===== src/rtl/alu_cmd_driver.sv =====
// ---------------------------------------------------------------------------------------------
// alu_cmd_driver
//
// Initiator side of the small ALU datapath. A command (A, B, OP) is accepted over a valid/ready
// port and registered onto the ALU inputs. One cycle later the ALU result and CF/SF/ZF flags are
// captured verbatim into a response FIFO. The FIFO is drained over a second valid/ready port.
//
// Parameters
//   W       operand/result width, must match the attached ALU
//   DEPTH   response FIFO entries, power of two, >= 2
//
// Ports
//   clk, rst_n                  clock, asynchronous active-low reset
//   cmd_valid/cmd_ready         command handshake (cmd_ready low while busy or FIFO full)
//   cmd_a, cmd_b, cmd_op        command payload (op: 0 = logic unit, 1 = ADD)
//   alu_a, alu_b, alu_op        registered ALU inputs; hold the last accepted command
//   alu_result, alu_cf/sf/zf    ALU outputs, sampled at the end of the EXEC cycle
//   rsp_valid/rsp_ready         response handshake (rsp_valid = FIFO not empty)
//   rsp_result, rsp_flags, rsp_op  FIFO head: result, {cf,sf,zf}, echoed op
//
// Optional feature (macro ALU_DRV_STICKY_EN)
//   sticky_clr (in)  clears the sticky carry flag
//   sticky_cf  (out) set by any push carrying CF=1; set wins over a same-edge clear
// ---------------------------------------------------------------------------------------------
module alu_cmd_driver #(
    parameter int unsigned W     = 5,
    parameter int unsigned DEPTH = 4
) (
    input  logic         clk,
    input  logic         rst_n,
    input  logic         cmd_valid,
    output logic         cmd_ready,
    input  logic [W-1:0] cmd_a,
    input  logic [W-1:0] cmd_b,
    input  logic         cmd_op,
    output logic [W-1:0] alu_a,
    output logic [W-1:0] alu_b,
    output logic         alu_op,
    input  logic [W-1:0] alu_result,
    input  logic         alu_cf,
    input  logic         alu_sf,
    input  logic         alu_zf,
    output logic         rsp_valid,
    input  logic         rsp_ready,
    output logic [W-1:0] rsp_result,
    output logic [2:0]   rsp_flags,
`ifdef ALU_DRV_STICKY_EN
    output logic         rsp_op,
    input  logic         sticky_clr,
    output logic         sticky_cf
`else
    output logic         rsp_op
`endif
);

    localparam int unsigned PtrW = $clog2(DEPTH);
    localparam int unsigned CntW = PtrW + 1;
    // Entry layout: {op, cf, sf, zf, result}
    localparam int unsigned EntW = W + 4;

    localparam logic StIdle = 1'b0;
    localparam logic StExec = 1'b1;

    logic            state_q, state_d;
    logic [W-1:0]    alu_a_q, alu_b_q;
    logic            alu_op_q;
    logic [PtrW-1:0] wr_ptr_q, rd_ptr_q;
    logic [CntW-1:0] count_q, count_d;
    logic [EntW-1:0] mem_q [DEPTH];
    logic [EntW-1:0] head;
    logic            accept;
    logic            push;
    logic            pop;

    // ------------------------------------------------------------------
    // Handshakes
    // ------------------------------------------------------------------
    // rst_n gates ready so nothing is offered as accepted while reset is held.
    assign cmd_ready = rst_n && (state_q == StIdle) && (count_q < CntW'(DEPTH));
    assign accept    = cmd_valid && cmd_ready;
    assign rsp_valid = (count_q != '0);
    // No bypass: an entry pushed while empty becomes visible only next cycle.
    assign pop       = rsp_valid && rsp_ready;
    // EXEC always pushes; space was reserved when the command was accepted.
    assign push      = (state_q == StExec);

    // ------------------------------------------------------------------
    // FSM
    // ------------------------------------------------------------------
    always_comb begin
        state_d = state_q;
        case (state_q)
            StIdle:  if (accept) state_d = StExec;
            StExec:  state_d = StIdle;
            default: state_d = StIdle;
        endcase
    end

    always_ff @(posedge clk or negedge rst_n) begin
        if (!rst_n) begin
            state_q <= StIdle;
        end else begin
            state_q <= state_d;
        end
    end

    // ------------------------------------------------------------------
    // ALU input registers: hold the last command until the next accept
    // ------------------------------------------------------------------
    always_ff @(posedge clk or negedge rst_n) begin
        if (!rst_n) begin
            alu_a_q  <= '0;
            alu_b_q  <= '0;
            alu_op_q <= 1'b0;
        end else if (accept) begin
            alu_a_q  <= cmd_a;
            alu_b_q  <= cmd_b;
            alu_op_q <= cmd_op;
        end
    end

    assign alu_a  = alu_a_q;
    assign alu_b  = alu_b_q;
    assign alu_op = alu_op_q;

    // ------------------------------------------------------------------
    // Response FIFO
    // ------------------------------------------------------------------
    always_comb begin
        count_d = count_q;
        case ({push, pop})
            2'b10:   count_d = count_q + 1'b1;
            2'b01:   count_d = count_q - 1'b1;
            default: count_d = count_q;
        endcase
    end

    // Storage is cleared on reset so the head reads zero out of reset.
    always_ff @(posedge clk or negedge rst_n) begin
        if (!rst_n) begin
            for (int i = 0; i < int'(DEPTH); i++) begin
                mem_q[i] <= '0;
            end
            wr_ptr_q <= '0;
            rd_ptr_q <= '0;
            count_q  <= '0;
        end else begin
            if (push) begin
                mem_q[wr_ptr_q] <= {alu_op_q, alu_cf, alu_sf, alu_zf, alu_result};
                wr_ptr_q        <= wr_ptr_q + 1'b1;
            end
            if (pop) begin
                rd_ptr_q <= rd_ptr_q + 1'b1;
            end
            count_q <= count_d;
        end
    end

    assign head       = mem_q[rd_ptr_q];
    assign rsp_op     = head[EntW-1];
    assign rsp_flags  = head[W+2:W];
    assign rsp_result = head[W-1:0];

    // ------------------------------------------------------------------
    // Optional sticky carry
    // ------------------------------------------------------------------
`ifdef ALU_DRV_STICKY_EN
    logic sticky_q;

    always_ff @(posedge clk or negedge rst_n) begin
        if (!rst_n) begin
            sticky_q <= 1'b0;
        end else if (push && alu_cf) begin
            sticky_q <= 1'b1;
        end else if (sticky_clr) begin
            sticky_q <= 1'b0;
        end
    end

    assign sticky_cf = sticky_q;
`endif

endmodule


===== config.mk =====
export PLATFORM = sky130hd
export DESIGN_NAME = alu_cmd_driver
export DESIGN_NICKNAME = d
export VERILOG_FILES = /design/src/rtl/alu_cmd_driver.sv
export SDC_FILE = /design/constraint.sdc
export NUM_CORES = 1
export LEC_CHECK = 0
export CAP_MARGIN = 20
export CORE_MARGIN = 4
export CORE_UTILIZATION = 37
export DETAILED_ROUTE_END_ITERATION = 12
export PLACE_DENSITY = 0.59
export SYNTH_ARGS = -nofsm -noshare
export SYNTH_HDL_FRONTEND = slang
export SYNTH_SLANG_ARGS = --single-unit

===== constraint.sdc =====
create_clock -name clk -period 3.4 [get_ports clk]
set_input_delay 0.68 -clock clk [delete_from_list [all_inputs] [get_ports clk]]
set_output_delay 0.68 -clock clk [all_outputs]
set_load 0.03 [all_outputs]

==> metrics.sh <==
CLOCKBUFFERDEPTH=2
N_ANTENNA_CELL=0
POST_CTS_RESIZED=0
YOSYSWARNINGS=0
TIMING.REG2REG.SETUP_SLACK_NS=1.57
POST_SYNTH_INST_COUNT=146
SETUP-VIOLATIONS-FINAL=0
DPL.CELL_COUNT=265
GRT_SETUP_UNREPAIRED='no'
PINS_OVER_THEIR_SLEW_LIMIT=0
FIRST_GLOBAL_VIAS=1554
SYNTH.YOSYS.SEQ_AREA_SHARE_PCT=56.7
YOSYSTOPAREACELL='sky130_fd_sc_hd__dfrtp_1'
MAX_CLOCK_FREQ_MHz=348
CLOCK_SINK_COUNT=55
INITIAL_CORE_UTILIZATION_PCT=38.2
WORSTSKEWPAIRLATENCY_NS=0.30
PLACE_HPWL_MM=3.16
PART_OF_THE_CYCLE_THE_WORST_PATH_NEEDS_PCT=84.5
CTS_HTREE_LEVELS=2
POST_CTS_BUFFERS=0
FIN_CRIT_NS=2.87
MAPPEDNETLISTAREA_SQ_UM=2430
FINALSETUPTNS_NS=0
YOSYS.AREA.TOP_TYPE_SHARE_PCT=56.7
ROOT_BUFFER='sky130_fd_sc_hd__clkbuf_8'
CRIT_FANOUT=6
WORST_IR_DROP_VDD_mV=0.487
CRITPATHLAUNCH='rd_ptr_q[0]$_DFFE_PN0N_'
SYNTH-EDFF-COUNT=0
CLOCK_TREE_SKEW_AFTER_FINAL_LAYOUT_NS=0.00784
SYNTH.DISTINCT_CELLS=21
RD_PLACE_CONGESTION=0.688
OUTCOME='finished, final reports clean'
FINALWIRELENGTH_MM=4.47
VIA_COUNT_OF_THE_ROUTED_DESIGN=1344
CTS_TREE='built'
DIE_H_MICRONS=89.0
FIN_NETS=224
TIMING.MAX_CAP.VIOLATIONS=0
TIMING.RR.START='count_q[2]$_DFFE_PN0P_'
CTS_BUFFERS=5
TIGHTEST_SLEW_NS=0.682
CRITPATHKIND='reg -> out'
ROUTE.DETAILED.VIAS_PER_INST=4.94
FP.DIEAREA_SQ_UM=7920
DIE_WIDTH_MICRONS=89.0
FILLERINSTANCES=550
YS_TOP_CELLS_BY_AREA='sky130_fd_sc_hd__dfrtp_1 57%, sky130_fd_sc_hd__mux2_2 18%, sky130_fd_sc_hd__mux4_2 8.4%'
DRT_ITER0_MARKERS=56
FINAL_CELLS=272
TIMING.CRITICAL_PATH.SLOWEST_CELL_DELAY_NS=0.61
FINAL_ANTENNA_NET_COUNT=0
SYN_NETS=175
SYNTHARSTFLOPSHARE_PCT=100
DOMINANTREGCELLSYNTH='sky130_fd_sc_hd__dfrtp_1'
WORSTPATHARRIVAL_NS=2.19
DRC=0
FIRST_PASS_GRT_WIRE_LENGTH_MM=7.56
SYN_TO_FINAL_GROWTH_PCT=24.9
TRACK_USAGE_PCT=12.9
PLACEMENT_ROWS=29
BOUNDARYPINS=45
GRT_START_MAX_NET_PINS=56
ANTENNA_VIOLATIONS_BEFORE_REPAIR=0
DRIVE_GT1_SHARE_PCT=34.4
TOTAL_LEAKAGE_POWER_nW=1.29
TIMING.CRITICAL_PATH.FROM_TYPE='register'
SYN_AVG_CELL_AREA_SQ_UM=16.6
PATH_CELLS='buf_4, mux4_2, clkdlybuf4s50_1'
PWR_DENSITY_CELL_nW_PER_UM2=1040
DETAILEDROUTE.FIRSTPASSITERATIONCOUNT=4
SYNTH-SEQ-CELLS=55
GRT.OVERFLOW.TOTAL=0
PORT_BUF_INSERTS=44
WORST_SETUP_HOLD_PATH_CLK_SLEW_NS=0.09
COUNT_OF_ENDPOINTS_FAILING_HOLD_IN_THE_FINAL_TIMING_REPORT=0
COREAREA_SQ_UM=6350
WL_PER_CELL_MICRONS=16.4
CTS_HOLD_REPAIR.BUFFERS=0
HOLD_START='mem_q[16]$_DFFE_PN0P_'
SETUP.WORST_PATH.END_CLASS='output pin'
CP_DATA_REQUIRED_TIME_NS=2.72
CRIT_PATH_TOP_DELAY_CELL='sky130_fd_sc_hd__clkdlybuf4s50_1'
RELATIVE_SLEW_MARGINS_PCT=54.5
WORST_HOLD_PATH_TYPE='reg -> reg'
[flip-flops by register name, indices dropped and copies added (netlist names)]
signal	flops
wr_ptr_q	2
push	1
alu_op	1
alu_b	5
mem_q	36
alu_a	5
rd_ptr_q	2
count_q	3
[worst max-delay path, delay by kind of cell (launching register included)]
family                 cells  cell delay, ns
buffers and inverters      2            0.85
DFF                        1            0.53
muxes                      1            0.51
[kinds of logic (layout without fill, tap and decap cells)]
family          after synthesis  count (layout)  synth area share [%]
simple gates                 10              10                  2.47
flops                        55              55                  56.7
buf+inv                      10              59                  2.73
mux                          57              57                  32.0
xor+xnor                      6               6                  2.16
fa+ha+maj                     6               6                  3.40
compound gates                2               2                 0.567
[final cells by class]
| class | count | area (sq um) | area share (%) |
|---|---|---|---|
| clock buffers | 6 | 72.6 | 2.39 |
| clock inverters | 1 | 30.0 | 0.990 |
| inverters | 6 | 22.5 | 0.743 |
| multi-input cells | 81 | 985 | 32.5 |
| flip-flops and latches | 55 | 1380 | 45.4 |
| well taps | 77 | 96.3 | 3.18 |
| repair buffers | 46 | 450 | 14.9 |
[report_power, final]
part	total, mW	switching [mW]	internal [mW]
combinational	1.52	0.695	0.828
clock	0.413	0.197	0.216
sequential	1.21	0.230	0.983
total	3.15	1.12	2.03
[synthesized netlist by cell type, drive strengths merged (2+ instances only)]
| library cell | instances |
|---|---|
| ha | 5 |
| buf | 4 |
| xnor2 | 2 |
| mux2 | 47 |
| xor2 | 4 |
| nand2 | 6 |
| mux4 | 9 |
| dfrtp | 55 |
| inv | 6 |
[through the flow]
step	cell area (sq um)	power [mW]	worst slack, ns	hold WS (ns)	util [%]
2_1_floorplan	2430	2.23	1.50	0.384	-
3_3_place_gp	2930	2.71	0.853	0.482	46.1
3_5_place_dp	2930	2.77	0.840	0.488	46.1
4_1_cts	3030	3.20	0.490	0.510	47.8
5_1_grt	3030	3.35	0.400	0.523	47.8
6_report	3030	3.15	0.528	0.506	47.8
[path summary, 6_finish.rpt]
| check | to | depth (start not counted) |
|---|---|---|
| worst max-delay path | rsp_result[3] | 3 |
| worst min-delay path | mem_q[16]$_DFFE_PN0P_ | 1 |
| worst max register to register | count_q[2]$_DFFE_PN0P_ | 7 |
| worst min register to register | mem_q[16]$_DFFE_PN0P_ | 1 |
| max in group asynchronous | mem_q[7]$_DFFE_PN0P_ | 2 |
| min in group asynchronous | mem_q[22]$_DFFE_PN0P_ | 2 |
[metal layers]
layer / part of all wire [%] / GRT usage [%] / vias to the layer above
met5: 0 / 0 / -
met4: 1.1 / 3.25 / 0
met3: 7.2 / 4.52 / 6
met2: 47 / 21.1 / 45
met1: 45 / 16.6 / 679
li1: - / - / 614
[cells in the final DEF, fill, tap and decap left out, drive strengths merged, types with 2 or more instances in the layout]
cell type	instances
clkdlybuf4s50	43
mux2	47
dfrtp	55
inv	6
clkbuf	6
mux4	9
xnor2	2
ha	5
nand2	6
buf	3
xor2	4
Note: power is estimated with default switching activity, not from simulation.
